### src/rtl/bsg_manycore_wh_edge_concentrator.sv
// Wormhole edge concentrator: packet-atomic round-robin merge of num_in_p links onto one link,
// plus cid-steered return path. Optional BSG_MANYCORE_WH_CONC_CID_CHECK_EN drops bad-cid packets.
module bsg_manycore_wh_edge_concentrator #(
  parameter int unsigned wh_flit_width_p = 16,
  parameter int unsigned wh_cord_width_p = 5,
  parameter int unsigned wh_len_width_p  = 3,
  parameter int unsigned wh_cid_width_p  = 2,
  parameter int unsigned num_in_p        = 2,
  localparam int unsigned wh_link_sif_width_lp = wh_flit_width_p + 2
) (
  input  logic                                     clk_i,
  input  logic                                     reset_i,
  input  logic [num_in_p*wh_link_sif_width_lp-1:0] in_link_sif_i,
  output logic [num_in_p*wh_link_sif_width_lp-1:0] in_link_sif_o,
  input  logic [wh_link_sif_width_lp-1:0]          out_link_sif_i,
  output logic [wh_link_sif_width_lp-1:0]          out_link_sif_o,
  output logic                                     cid_err_o
);

  localparam int unsigned FlitW  = wh_flit_width_p;
  localparam int unsigned LinkW  = wh_link_sif_width_lp;
  localparam int unsigned LenW   = wh_len_width_p;
  localparam int unsigned IdxW   = (num_in_p > 1) ? $clog2(num_in_p) : 1;
  localparam int unsigned LenLsb = wh_cord_width_p;
  localparam int unsigned CidLsb = wh_cord_width_p + wh_len_width_p;

  // Link layout: {v, ready_and_rev, data}
  logic [num_in_p-1:0] w_in_v;
  logic [num_in_p-1:0] w_in_ready_rev;
  logic [FlitW-1:0]    w_in_data [num_in_p];

  for (genvar i = 0; i < num_in_p; i++) begin : g_unpack
    assign w_in_v[i]         = in_link_sif_i[i*LinkW + LinkW - 1];
    assign w_in_ready_rev[i] = in_link_sif_i[i*LinkW + FlitW];
    assign w_in_data[i]      = in_link_sif_i[i*LinkW +: FlitW];
  end

  logic             w_rin_v;
  logic             w_out_ready;
  logic [FlitW-1:0] w_rin_data;

  assign w_rin_v     = out_link_sif_i[LinkW-1];
  assign w_out_ready = out_link_sif_i[FlitW];
  assign w_rin_data  = out_link_sif_i[FlitW-1:0];

  function automatic logic [IdxW-1:0] f_next(input logic [IdxW-1:0] idx);
    return (int'(idx) == int'(num_in_p) - 1) ? '0 : idx + 1'b1;
  endfunction

  // ---------------------------------------------------------------------------------------------
  // Forward input FIFOs (two entries each)
  // ---------------------------------------------------------------------------------------------
  logic [FlitW-1:0]    r_fmem [num_in_p][2];
  logic [num_in_p-1:0] r_fwp;
  logic [num_in_p-1:0] r_frp;
  logic [1:0]          r_focc [num_in_p];
  logic [num_in_p-1:0] w_fready;
  logic [num_in_p-1:0] w_fhead_v;
  logic [num_in_p-1:0] w_fenq;
  logic [num_in_p-1:0] w_fyumi;
  logic [FlitW-1:0]    w_fhead [num_in_p];

  always_comb begin
    for (int i = 0; i < num_in_p; i++) begin
      w_fready[i]  = (r_focc[i] != 2'd2) & ~reset_i;
      w_fhead_v[i] = (r_focc[i] != 2'd0) & ~reset_i;
      w_fhead[i]   = r_fmem[i][r_frp[i]];
      w_fenq[i]    = w_in_v[i] & w_fready[i];
    end
  end

  always_ff @(posedge clk_i) begin
    if (reset_i) begin
      r_fwp <= '0;
      r_frp <= '0;
      for (int i = 0; i < num_in_p; i++) r_focc[i] <= 2'd0;
    end else begin
      for (int i = 0; i < num_in_p; i++) begin
        if (w_fenq[i]) begin
          r_fmem[i][r_fwp[i]] <= w_in_data[i];
          r_fwp[i]            <= ~r_fwp[i];
        end
        if (w_fyumi[i]) r_frp[i] <= ~r_frp[i];
        r_focc[i] <= r_focc[i] + {1'b0, w_fenq[i]} - {1'b0, w_fyumi[i]};
      end
    end
  end

  // ---------------------------------------------------------------------------------------------
  // Forward arbiter and packet lock
  // ---------------------------------------------------------------------------------------------
  typedef enum logic [0:0] {StIdle, StBusy} fwd_st_e;

  fwd_st_e          r_fst, w_fst_nxt;
  logic [IdxW-1:0]  r_rr_ptr, w_rr_nxt;
  logic [IdxW-1:0]  r_lock, w_lock_nxt;
  logic [LenW-1:0]  r_fcnt, w_fcnt_nxt;
  logic [IdxW-1:0]  w_grant;
  logic             w_any;
  logic [IdxW-1:0]  w_fsel;
  logic             w_out_v;
  logic             w_fxfer;
  logic [FlitW-1:0] w_out_data;
  logic [LenW-1:0]  w_fhead_len;

  // Walk from the farthest offset down so the first valid head at or after rr_ptr wins.
  always_comb begin
    w_grant = r_rr_ptr;
    w_any   = 1'b0;
    for (int k = int'(num_in_p) - 1; k >= 0; k--) begin
      if (w_fhead_v[(int'(r_rr_ptr) + k) % int'(num_in_p)]) begin
        w_grant = IdxW'((int'(r_rr_ptr) + k) % int'(num_in_p));
        w_any   = 1'b1;
      end
    end
  end

  always_comb begin
    w_fst_nxt  = r_fst;
    w_rr_nxt   = r_rr_ptr;
    w_lock_nxt = r_lock;
    w_fcnt_nxt = r_fcnt;
    w_fsel     = w_grant;
    w_out_v    = w_any;
    if (r_fst == StBusy) begin
      w_fsel  = r_lock;
      w_out_v = w_fhead_v[r_lock];
    end
    w_out_data       = w_fhead[w_fsel];
    w_fhead_len      = w_out_data[LenLsb +: LenW];
    w_fxfer          = w_out_v & w_out_ready;
    w_fyumi          = '0;
    w_fyumi[w_fsel]  = w_fxfer;
    unique case (r_fst)
      StIdle: begin
        if (w_fxfer) begin
          if (w_fhead_len == '0) begin
            w_rr_nxt = f_next(w_fsel);
          end else begin
            w_fst_nxt  = StBusy;
            w_lock_nxt = w_fsel;
            w_fcnt_nxt = w_fhead_len;
          end
        end
      end
      StBusy: begin
        if (w_fxfer) begin
          w_fcnt_nxt = r_fcnt - 1'b1;
          if (r_fcnt == LenW'(1)) begin
            w_fst_nxt = StIdle;
            w_rr_nxt  = f_next(r_lock);
          end
        end
      end
      default: w_fst_nxt = StIdle;
    endcase
  end

  always_ff @(posedge clk_i) begin
    if (reset_i) begin
      r_fst    <= StIdle;
      r_rr_ptr <= '0;
      r_lock   <= '0;
      r_fcnt   <= '0;
    end else begin
      r_fst    <= w_fst_nxt;
      r_rr_ptr <= w_rr_nxt;
      r_lock   <= w_lock_nxt;
      r_fcnt   <= w_fcnt_nxt;
    end
  end

  // ---------------------------------------------------------------------------------------------
  // Reverse FIFO and steering
  // ---------------------------------------------------------------------------------------------
  logic [FlitW-1:0] r_rmem [2];
  logic             r_rwp;
  logic             r_rrp;
  logic [1:0]       r_rocc;
  logic             w_rready;
  logic             w_rhead_v;
  logic [FlitW-1:0] w_rhead;
  logic             w_renq;
  logic             w_ryumi;

  assign w_rready  = (r_rocc != 2'd2) & ~reset_i;
  assign w_rhead_v = (r_rocc != 2'd0) & ~reset_i;
  assign w_rhead   = r_rmem[r_rrp];
  assign w_renq    = w_rin_v & w_rready;

  always_ff @(posedge clk_i) begin
    if (reset_i) begin
      r_rwp  <= 1'b0;
      r_rrp  <= 1'b0;
      r_rocc <= 2'd0;
    end else begin
      if (w_renq) begin
        r_rmem[r_rwp] <= w_rin_data;
        r_rwp         <= ~r_rwp;
      end
      if (w_ryumi) r_rrp <= ~r_rrp;
      r_rocc <= r_rocc + {1'b0, w_renq} - {1'b0, w_ryumi};
    end
  end

  typedef enum logic [0:0] {StRevIdle, StRevBusy} rev_st_e;

  rev_st_e             r_rst, w_rst_nxt;
  logic [IdxW-1:0]     r_rsel, w_rsel_nxt;
  logic                r_rdrop, w_rdrop_nxt;
  logic [LenW-1:0]     r_rcnt, w_rcnt_nxt;
  logic [IdxW-1:0]     w_hdr_sel;
  logic [LenW-1:0]     w_hdr_len;
  logic                w_hdr_bad;
  logic [IdxW-1:0]     w_rsel;
  logic                w_rbad;
  logic                w_rsel_ready;
  logic [num_in_p-1:0] w_rev_v;

  assign w_hdr_sel = w_rhead[CidLsb +: IdxW];
  assign w_hdr_len = w_rhead[LenLsb +: LenW];

`ifdef BSG_MANYCORE_WH_CONC_CID_CHECK_EN
  logic [wh_cid_width_p-1:0] w_hdr_cid;
  logic                      r_cid_err;

  assign w_hdr_cid = w_rhead[CidLsb +: wh_cid_width_p];
  assign w_hdr_bad = (int'(w_hdr_cid) >= int'(num_in_p));

  always_ff @(posedge clk_i) begin
    if (reset_i) begin
      r_cid_err <= 1'b0;
    end else if ((r_rst == StRevIdle) && w_ryumi && w_hdr_bad) begin
      r_cid_err <= 1'b1;
    end
  end

  assign cid_err_o = r_cid_err;
`else
  assign w_hdr_bad = 1'b0;
  assign cid_err_o = 1'b0;
`endif

  // A dropped packet is consumed at full rate regardless of any pod-side ready.
  always_comb begin
    w_rst_nxt   = r_rst;
    w_rsel_nxt  = r_rsel;
    w_rdrop_nxt = r_rdrop;
    w_rcnt_nxt  = r_rcnt;
    w_rsel      = r_rsel;
    w_rbad      = r_rdrop;
    if (r_rst == StRevIdle) begin
      w_rsel = w_hdr_sel;
      w_rbad = w_hdr_bad;
    end
    w_rsel_ready = 1'b0;
    w_rev_v      = '0;
    for (int i = 0; i < num_in_p; i++) begin
      if (int'(w_rsel) == i) begin
        w_rsel_ready = w_in_ready_rev[i];
        w_rev_v[i]   = w_rhead_v & ~w_rbad;
      end
    end
    w_ryumi = w_rhead_v & (w_rbad | w_rsel_ready);
    unique case (r_rst)
      StRevIdle: begin
        if (w_ryumi && (w_hdr_len != '0)) begin
          w_rst_nxt   = StRevBusy;
          w_rsel_nxt  = w_hdr_sel;
          w_rdrop_nxt = w_hdr_bad;
          w_rcnt_nxt  = w_hdr_len;
        end
      end
      StRevBusy: begin
        if (w_ryumi) begin
          w_rcnt_nxt = r_rcnt - 1'b1;
          if (r_rcnt == LenW'(1)) w_rst_nxt = StRevIdle;
        end
      end
      default: w_rst_nxt = StRevIdle;
    endcase
  end

  always_ff @(posedge clk_i) begin
    if (reset_i) begin
      r_rst   <= StRevIdle;
      r_rsel  <= '0;
      r_rdrop <= 1'b0;
      r_rcnt  <= '0;
    end else begin
      r_rst   <= w_rst_nxt;
      r_rsel  <= w_rsel_nxt;
      r_rdrop <= w_rdrop_nxt;
      r_rcnt  <= w_rcnt_nxt;
    end
  end

  // ---------------------------------------------------------------------------------------------
  // Output packing
  // ---------------------------------------------------------------------------------------------
  for (genvar i = 0; i < num_in_p; i++) begin : g_pack
    assign in_link_sif_o[i*LinkW +: LinkW] = {w_rev_v[i], w_fready[i], w_rhead};
  end

  assign out_link_sif_o = {w_out_v, w_rready, w_out_data};

endmodule
### config.mk
export PLATFORM = sky130hd
export DESIGN_NAME = bsg_manycore_wh_edge_concentrator
export DESIGN_NICKNAME = d
export VERILOG_FILES = /design/src/rtl/bsg_manycore_wh_edge_concentrator.sv
export SDC_FILE = /design/constraint.sdc
export NUM_CORES = 1
export LEC_CHECK = 0
export ABC_AREA = 1
export BUFFER_PORTS_ARGS = -buffer_cell sky130_fd_sc_hd__buf_2
export CAP_MARGIN = 25
export CORE_ASPECT_RATIO = 1.2
export CORE_MARGIN = 5
export CORE_UTILIZATION = 25
export DETAILED_ROUTE_END_ITERATION = 12
export SLEW_MARGIN = 20
export SYNTH_ARGS = -nofsm -noshare
export SYNTH_HDL_FRONTEND = slang
export SYNTH_SLANG_ARGS = --single-unit
### constraint.sdc
create_clock -name clk_i -period 2.27 [get_ports clk_i]
set_clock_uncertainty 0.05 [all_clocks]
set_input_delay 0.227 -clock clk_i [delete_from_list [all_inputs] [get_ports clk_i]]
set_output_delay 0.227 -clock clk_i [all_outputs]
set_load 0.02 [all_outputs]
Word-level counts from Yosys, hierarchy flattened. Memory sizes are Yosys's and may differ from the RTL's. A register that Yosys moved wholly into a read port is not among the register bits. Index checks and enable logic that the tools add are counted.

$add $sub $neg: 11. Order comparisons: 12. Equal/unequal tests: 12. Multiplexer cells: 71. Bitwise operators: 30. Reductions and logical operators: 14.

Operators by type and width (count): $mux 16 (11); $mux 32 (2); $mux 1 (43); $demux 16 s1 (2); $mux 3 (5); $ne 2x2->1 const B (7); $pmux 3 s2 (2); $and 1x1->1 (11); $ge 2x2->1 const B (5); $not 1->1 (10); $not 1->2 (5); $add 2x1->2 (3); $eq 3x1->1 const B (2); $lt 1x2->1 const B (3); $ne 2x1->1 const B (3); $pmux 1 s2 (3); $reduce_and 3->1 (2); $reduce_bool 2->1 (3); $sub 2x1->2 (3); $sub 3x1->3 const B (2); $logic_and 1x1->1 (4); $lt 2x1->1 const B (2); $mux 2 (2); $reduce_and 2->1 (2); 10 further kinds (13).

Register bits: 19. Bits in writable memories: 100. Output and inout bits: 55. Memories: 3.

Memories: r_fmem (depth 2, bits a word 32, rd ports 2, clocked after Yosys merged registers in 0, write ports 2, line 53) `logic [FlitW-1:0] r_fmem [num_in_p][2];`; r_rmem (depth 2, bits a word 16, rd ports 1, clocked after Yosys merged registers in 1, write ports 1, line 176) `logic [FlitW-1:0] r_rmem [2];`; r_focc (depth 2, bits a word 2, rd ports 2, clocked after Yosys merged registers in 0, write ports 2, line 56) `logic [1:0] r_focc [num_in_p];`.

Depth between registers and ports, before layout. Gate-level depths: netlist (run 1). An unclocked memory read counts as a cell.

Depth after elaboration: 17. Mapped depth: 14.

Worst setup path before layout (run 1). OpenSTA, ideal clock, no wires.

Path kind: input-to-reg. Start point: in reset_i. End point: mem r_fmem[0][48] in the netlist's numbering, enable pin. Library setup time: 388 ps. Arrival time: 1741 ps. Required time: 1832 ps. Setup slack: 91 ps. Cell stages on the path: 4. Buffers on the path: 1. Path through: clkbuf_1 a21oi_1 nand2_1 nor2_1.

RTL lines: start, declared (line 12) `input logic reset_i,`; end, declared (line 53).

==> results of run 1 <==
-- registers in the layout, indices dropped and copies added (netlist names), 2 cells and up, named ones only --
signal	cells
r_focc	4
r_frp	2
r_fcnt	3
r_rocc	2
r_rmem	32
r_fmem	64
r_fwp	2
r_rcnt	3
-- power groups by stage --
stage                     Clock (mW)  Combinational (mW)  Sequential [mW]
after floorplan                    0                1.33             2.67
after global placement             0                1.85             2.69
after detailed placement           0                1.86             2.69
after CTS                       2.73                1.94             2.65
after global routing            2.85                2.15             2.67
final                           2.69                1.94             2.65
-- metal layers --
metal	global-route usage [%]	vias up	part of all wire, %
li1	-	1753	-
met1	10.95	1608	41
met2	16.90	134	48
met3	4.678	13	9.3
met4	3.287	0	1.2
met5	0	-	0
-- cells in the final DEF, fill, tap and decap left out, types with 17 or more instances in the layout --
master | synthesis | routed
sky130_fd_sc_hd__o21ai_0 | 33 | 31
sky130_fd_sc_hd__edfxtp_1 | 96 | 96
sky130_fd_sc_hd__buf_2 | 3 | 108
sky130_fd_sc_hd__dfxtp_1 | 24 | 23
sky130_fd_sc_hd__inv_1 | 43 | 43
sky130_fd_sc_hd__a21oi_1 | 23 | 23
sky130_fd_sc_hd__nor2_1 | 23 | 23
sky130_fd_sc_hd__dlygate4sd3_1 | 0 | 48
sky130_fd_sc_hd__clkbuf_16 | 0 | 17
sky130_fd_sc_hd__nand2_1 | 42 | 42
-- metrics by stage --
stage	area (sq um)	std cells	setup TNS, ns	power (mW)
after floorplan	5142	417	0	3.997
final	6999	852	0	7.272
after global routing	6999	852	-0.03767	7.670
after global placement	5914	774	0	4.534
after CTS	6987	852	0	7.316
after detailed placement	5914	774	0	4.546
-- cell type report --
cell class              count  area, sq um  area share, %
clock buffers              18        429.2          6.132
clock inverters            12        158.9          2.270
inverters                  45        168.9          2.413
multi-input cells         221         1400          20.00
flip-flops and latches    120         3364          48.07
well taps                 265        331.6          4.737
repair buffers            171         1146          16.37
-- logic make-up after synthesis --
group | Yosys count | share of synthesized area [%]
multiplexers | 28 | 5.766
other | 1 | 0.07292
adder cells (fa/ha/maj) | 10 | 2.433
AND/OR/NAND/NOR | 99 | 9.392
buffers and inverters | 76 | 7.372
XOR/XNOR | 4 | 0.6814
AO/OA/AOI/OAI | 79 | 8.881
flip-flops | 120 | 65.40
-- worst max-delay path: cells and delay by family (launching register included) --
family	cells	cell delay, ns
compound gates	3	0.35
flops	1	0.40
buf+inv	2	0.39
simple gates	3	0.29
-- repair_timing --
| item | CTS | global route |
|---|---|---|
| hold buffers | 48 | 0 |
| gates resized for setup | 1 | 7 |
| endpoints found under the setup margin | 5 | 16 |
| pin swaps | 0 | 1 |
| hold endpoints to repair | 96 | 0 |
-- worst paths after layout --
path	start	end	slack, ns	cells after the start
max	r_focc[0][1]	out_link_sif_o[3]	0.15	8
min reg2reg	r_focc[0][3]	r_focc[0][3]	0.39	1
max reg2reg	r_fst	r_focc[0][1]	0.22	11
min	reset_i	r_rocc[0]	0.05	2
==> flow_results.org, run 1 <==
** Power and ir drop
- Leak pwr :: 2.780 nW
- Int Power :: 5.058 mW
- The share of total power dissipated in sequential elements is 36.4%.
- Switching component of the power :: 2.213 mW
- Combinational fraction of design power :: 26.6%
- Share of total power consumed by net switching :: 30.43%
- The worst-case IR drop observed on VDD is 719.7 uV.
- Power share of the clock group :: 36.9%
- Pwr/cell area :: 1039 nW/um^2

** Yosys
- After synthesis, flip-flops and latches occupy 65.40% of the total area.
- Yosys printed 0 warnings.
- In this run, distinct cell masters in the synthesized netlist total 35.
- #FFs+latches synth :: 120
- Mean instance size in the synthesized netlist :: 12.33 sq um
- Among all flip-flop cells after synthesis, the most frequent one is sky130_fd_sc_hd__edfxtp_1.
- Number of flops mapped to enable cells by yosys :: 96
- Post-Synthesis Cell Area :: 5142 sq um
- Summed over all instances, the cell type with the most area after synthesis is sky130_fd_sc_hd__edfxtp_1.
- Cell types with the largest area share after synthesis :: sky130_fd_sc_hd__edfxtp_1 (56%), sky130_fd_sc_hd__dfxtp_1 (9.3%), sky130_fd_sc_hd__o21ai_0 (3.2%)
- Summed over its instances, the top area cell type makes up 56.06% of the synthesized netlist area.
- By count the netlist is led by sky130_fd_sc_hd__edfxtp_1 (96), sky130_fd_sc_hd__inv_1 (43), sky130_fd_sc_hd__nand2_1 (42).
- In the post-synthesis netlist, the cell with the most instances is sky130_fd_sc_hd__edfxtp_1.
- When the netlist entered floorplanning its net count stood at 483.
- Synthesized instance count :: 417
- Counting flops with an async set or reset pin after synthesis yields a share of 0%.

** Floorplan
- Measured along the y axis, the die boundary spans 167.1 um.
- Die outline area :: 23,550 sq um
- Rows :: 57
- Number of top-level design ports :: 111
- Measured along the x axis, the die boundary spans 140.9 um.
- In this run the standard cell core region covers 20,250 sq um.
- Effective utilization at floorplan :: 25.39%

** Worst setup path
- CP Max Fanout :: 31
- The worst setup path is launched from a flop.
- Largest incremental delay on the critical path :: 0.40 ns
- At the worst endpoint, the arrival time is 1.85 ns.
- The critical path is of the reg -> out type.
- Critical Path Slowest Stage Cell :: sky130_fd_sc_hd__dfxtp_1
- Critical Path End Type :: output pin
- Data required time at the worst endpoint :: 1.99 ns
- Traced cell by cell, the critical path runs through o21ai_2 -> nand2_1 -> nand3_2 -> nand2_4 -> buf_12 -> o211ai_1 -> o21ai_1 -> buf_2.

** Route
- Number of design-rule violations left by the first detailed-router iteration :: 152
- Drt drc :: 0
- Dividing the detail-routed wire length by the instance count gives 13.34 um.
- After detailed routing, the number of vias per cell comes to 4.117.
- Total iterations of the first detailed-routing run :: 4
- Total via count in the routed design :: 3,508
- The final layout contains routed wiring with a total length of 11,370 um.
- Once detail routing completed, the nets flagged for antenna violations numbered 0.

** Run
- Max_cap viols :: 0

** Timing
- The smallest clock period supported by the final layout is computed as 2.124 ns.
- The count of final max-slew check failures was 0.
- Hold slack :: 0.04771 ns
- Based on the critical path, the design can be clocked at up to 470.7 MHz.
- Hold Fails Final Rpt :: 0
- Setup slack on the critical path of the routed design comes to 0.1457 ns.
- Final period util :: 93.58%
- Setup repair after global routing could not meet its margin everywhere.
- Final setup violation count :: 0

** Cells and area
- Fin nets :: 642
- Area overhead of the layout relative to synthesis :: 36.11%
- Cells with a size suffix above 1 make up 32.54% of the layout.
- Diodes inserted :: 0
- Final core utilization :: 34.56%
- Counting the fill cells in the layout gives 2,023.

** CTS
- Clock tree from TritonCTS :: built
- Deepest clock path buffer count :: 2
- Clock root buffer :: sky130_fd_sc_hd__clkbuf_16
- The later pin in the worst-skew pair is clocked with a latency of 0.41 ns.
- Clock edge transition at the registers on the reported setup and hold paths :: 0.05 ns
- H-Tree Depth :: 4
- Number of buffers inserted during clock tree synthesis :: 17
- Num Clock Sinks :: 120
- Buffers inserted by post-CTS timing repair :: 0

** GRT
- The number of antenna violations at the first check in global routing is 0.
- The first global-routing pass estimated 18,040 um of wire.
- Pin count of the biggest net entering global routing :: 32
- Number of global-route vias before repair :: 3,620
- Across every metal layer, demand over resource in global routing totals 9.940%.
- For this run the aggregate overflow at the end of global routing stands at 0.

** Run status
- The flow ran to the end, and the final reports show no timing, DRC or antenna violations.

** Place
- Placer's final routability congestion estimate :: 0.7762
- In this run the tool buffered the top-level ports with 109 buffer cells.
- Detailed placement finished with a half-perimeter wire length of 7876 um.
- Worst Setup Slack post-DPL :: 0.2306 ns

** Hold path
- The worst hold path belongs to the class in -> reg.
No activity file was read; power rests on OpenSTA's default activity.
==> inputs of run 2 (changes only) <==
Settings changed: CORE_UTILIZATION 25 to 54, GPL_ROUTABILITY_DRIVEN set to 0, PLACE_DENSITY set to 0.79.
==> run 2 against run 1 <==
  * Largest power group is now sequential cells
  * Total power grew 0.43%
  * Register-to-register slack about the same
  * Flip-flop and latch count unchanged
  * Sequential power barely moved
  * Critical path depth up 1
  * Maximum frequency fell by 1.1%
  * Non-clock buffer count is 1 lower
  * Largest cell class unchanged
  * Via count grew 3.4%
  * Clock power fell by 2%
  * Final cell count fell by 16%
  * Sequential share of layout area increased by 1.0 points
  * Final area is 2.0% lower
==> flow_results.org, run 2 (synthesis results as in run 1) <==
** Run status
- Result of the run :: finished, final reports clean

** Cells and area
- The register with the most flip-flops in the layout has 64 of them.
- Registers take 3367 sq um.
- The library cell used most frequently in the layout, excluding fill and tap cells, is sky130_fd_sc_hd__buf_2.
- After the last flow step, the layout net total stands at 641.
- Area overhead of the layout relative to synthesis :: 33.36%
- The top cell types in the final layout, fill and taps aside, are sky130_fd_sc_hd__buf_2 (108), sky130_fd_sc_hd__edfxtp_1 (96), sky130_fd_sc_hd__dlygate4sd3_1 (48).
- Multi-input combinational cell area :: 1423 sq um
- After routing the design area is 6858 sq um.
- The filler cells instantiated in the layout total 638.
- Layout cell share with drive strength beyond 1 :: 34.69%

** Power and ir drop
- Leak pwr :: 2.774 nW
- Power spread over the standard cell area amounts to 1065 nW/um^2.
- Worst-case vdd ir drop :: 1189 uV

** CTS
- Clock tree from TritonCTS :: built
- Num Clock Sinks :: 120
- In this run the number of H-tree levels came out at 4.
- Clock root buffer :: sky130_fd_sc_hd__clkbuf_16
- Deepest clock path buffer count :: 2
- Latest clock arrival within the worst-skew pair :: 0.40 ns
- Buffers added to address setup during post-CTS repair amount to 0.
- Clock-pin slew was measured on the worst setup and hold paths at 0.05 ns.
- Number of buffers inserted during clock tree synthesis :: 17

** Hold path
- The worst hold path was traced through 2 stages.
- Endpoint of the worst hold path :: r_rocc[0]
- Min-delay worst type :: in -> reg
- Hold Path Origin :: reset_i

** Floorplan
- In this run the count of I/O pins placed on the die edge is 111.
- The initialized floorplan defines 39 standard-cell rows.
- Once the floorplan was initialized, standard cells occupied 54.60% of the core.
- Die X-Extent :: 99.09 um
- The die covers 11,580 sq um.
- Core Box Area :: 9418 sq um
- Die Y-Extent :: 116.9 um

** GRT
- Number of global-route vias before repair :: 3,805
- Number of antenna violations at the first check in global routing :: 0
- Pin count of the biggest net entering global routing :: 31
- Global-route usage over all layers :: 20.27%
- Total congestion overflow after global routing :: 0
- The first global-routing pass estimated 17,950 um of wire.

** Route
- In the final routed layout, each cell accounts on average for 16.02 um.
- For this run, design rule violations remaining after detail routing come to 0.
- After detailed routing, the met2 layer carries 6105 um of wire.
- After detailed routing, the total wire length is 11,400 um.
- Via density :: 5.094
- M1 WL :: 4382 um
- Signal routing reaches up to met4.
- Across all layers, the routed design uses 3,627 vias.
- Wire segments on met3 add up to 671 um in the final route.
- Number of design-rule violations left by the first detailed-router iteration :: 148
- The count of nets left with antenna violations once routing finished came out at 0.
- The first TritonRoute pass finished after 4 iterations.

** Timing
- Final period util :: 94.64%
- Hold slack :: 0.07691 ns
- Setup violations remaining at the end of the flow were counted as 0.
- The routed design could run at a clock period as short as 2.148 ns.
- The worst pin sits at a relative slew slack of 66.46%.
- Max-slew violations :: 0
- Top achievable clock speed :: 465.5 MHz
- The final hold violation count came to 0.
- For the pin with the worst max-slew slack, the measured transition is 0.4979 ns.

** Worst setup path
- Setup slack on the worst reg-to-reg path comes out at 0.21 ns.
- For the worst flop-to-flop path, the logic depth is 13.
- Arrival time of data at the critical path endpoint :: 1.87 ns
- In this run the critical register-to-register path is launched from r_focc[0][3].
- Startpoint kind of the worst setup timing path :: flop
- Critical R2R Capture :: r_focc[0][1]
- The worst setup path is captured at an output pin.
- For the worst setup path, the data required time is 1.99 ns.
- The critical path is of the reg -> out type.
- In this run the worst path has a maximum fanout of 15.

** Place
- After legalization and detailed placement, the total HPWL measured 7196 um.
- Port buffering added 109 buffers.
- Summing all placed instances gives a cell area of 5722 sq um.

** Run
- Max_cap viols :: 0
## run 2: changes by cell type in the layout (fill, tap and decap cells not counted), moves of 2 or more
cell and change:
sky130_fd_sc_hd__nor2_2 +3, sky130_fd_sc_hd__buf_4 -2, sky130_fd_sc_hd__nor2_1 -3, sky130_fd_sc_hd__o21ai_1 +5, sky130_fd_sc_hd__dfxtp_1 -2, sky130_fd_sc_hd__clkinv_1 -2, sky130_fd_sc_hd__nand2_1 -2, sky130_fd_sc_hd__o21ai_0 -5
sky130_fd_sc_hd__nand2_2 +2, sky130_fd_sc_hd__dfxtp_2 +2, sky130_fd_sc_hd__clkinvlp_4 +3
## run 2: repair_timing
action,in CTS,in global routing
hold buffers,48,0
endpoints found under the setup margin,10,17
hold endpoints to repair,96,0
resized for setup,2,20
gates cloned,0,1
## run 2: worst max-delay path, stage by stage, from the launching register on
cell and delay, ns:
sky130_fd_sc_hd__dfxtp_1 0.34, sky130_fd_sc_hd__nor2_2 0.11, sky130_fd_sc_hd__nor2_2 0.05, sky130_fd_sc_hd__nand2_1 0.08, sky130_fd_sc_hd__nand3_2 0.11, sky130_fd_sc_hd__nand2_4 0.16
sky130_fd_sc_hd__buf_12 0.16, sky130_fd_sc_hd__o211ai_1 0.12, sky130_fd_sc_hd__o21ai_1 0.14, sky130_fd_sc_hd__buf_2 0.20
## run 2: where the power goes
part / switching (mW) / internal (mW)
Sequential: 0.0892 / 2.57
Combinational: 1.28 / 0.733
Clock: 0.923 / 1.71
## run 2: final cells by class
cell class / count / area share (%)
well taps: 123 / 2.244
multi-input cells: 221 / 20.74
clock buffers: 18 / 6.258
inverters: 45 / 2.463
diodes: 1 / 0.03649
repair buffers: 170 / 16.86
clock inverters: 14 / 2.299
flip-flops and latches: 120 / 49.10
## run 2: how the worst max path moves through the flow
| stage | start | endpoint | slack, ns | cells past startpoint |
|---|---|---|---|---|
| CTS | r_focc[0][3] | out_link_sif_o[4] | 0.03 | 9 |
| global route | r_focc[0][3] | out_link_sif_o[6] | -0.005 | 10 |
| global placement | reset_i | r_focc[0][1] | 0.30 | 13 |
| floorplan | reset_i | r_fmem[0][48] | 0.09 | 4 |
| finish | r_focc[0][3] | out_link_sif_o[3] | 0.12 | 9 |
| detailed placement | reset_i | r_focc[0][1] | 0.20 | 13 |
## run 2: per-stage QoR
stage	util, %	setup WS (ns)	power (mW)	setup TNS [ns]	std cells
CTS	72.17	0.03029	7.215	0	710
global placement	60.75	0.2975	4.451	0	630
floorplan	-	0.09072	3.997	0	417
detailed placement	60.75	0.1974	4.505	0	630
finish	72.82	0.1217	7.303	0	712
global route	72.79	-0.004684	7.652	-0.004684	711
## run 2: layer usage
metal  vias to the layer above  track usage [%]
met1                      1727            22.15
li1                       1761                -
met4                         0            9.836
met5                         -                0
met3                        23            5.928
met2                       116            36.25
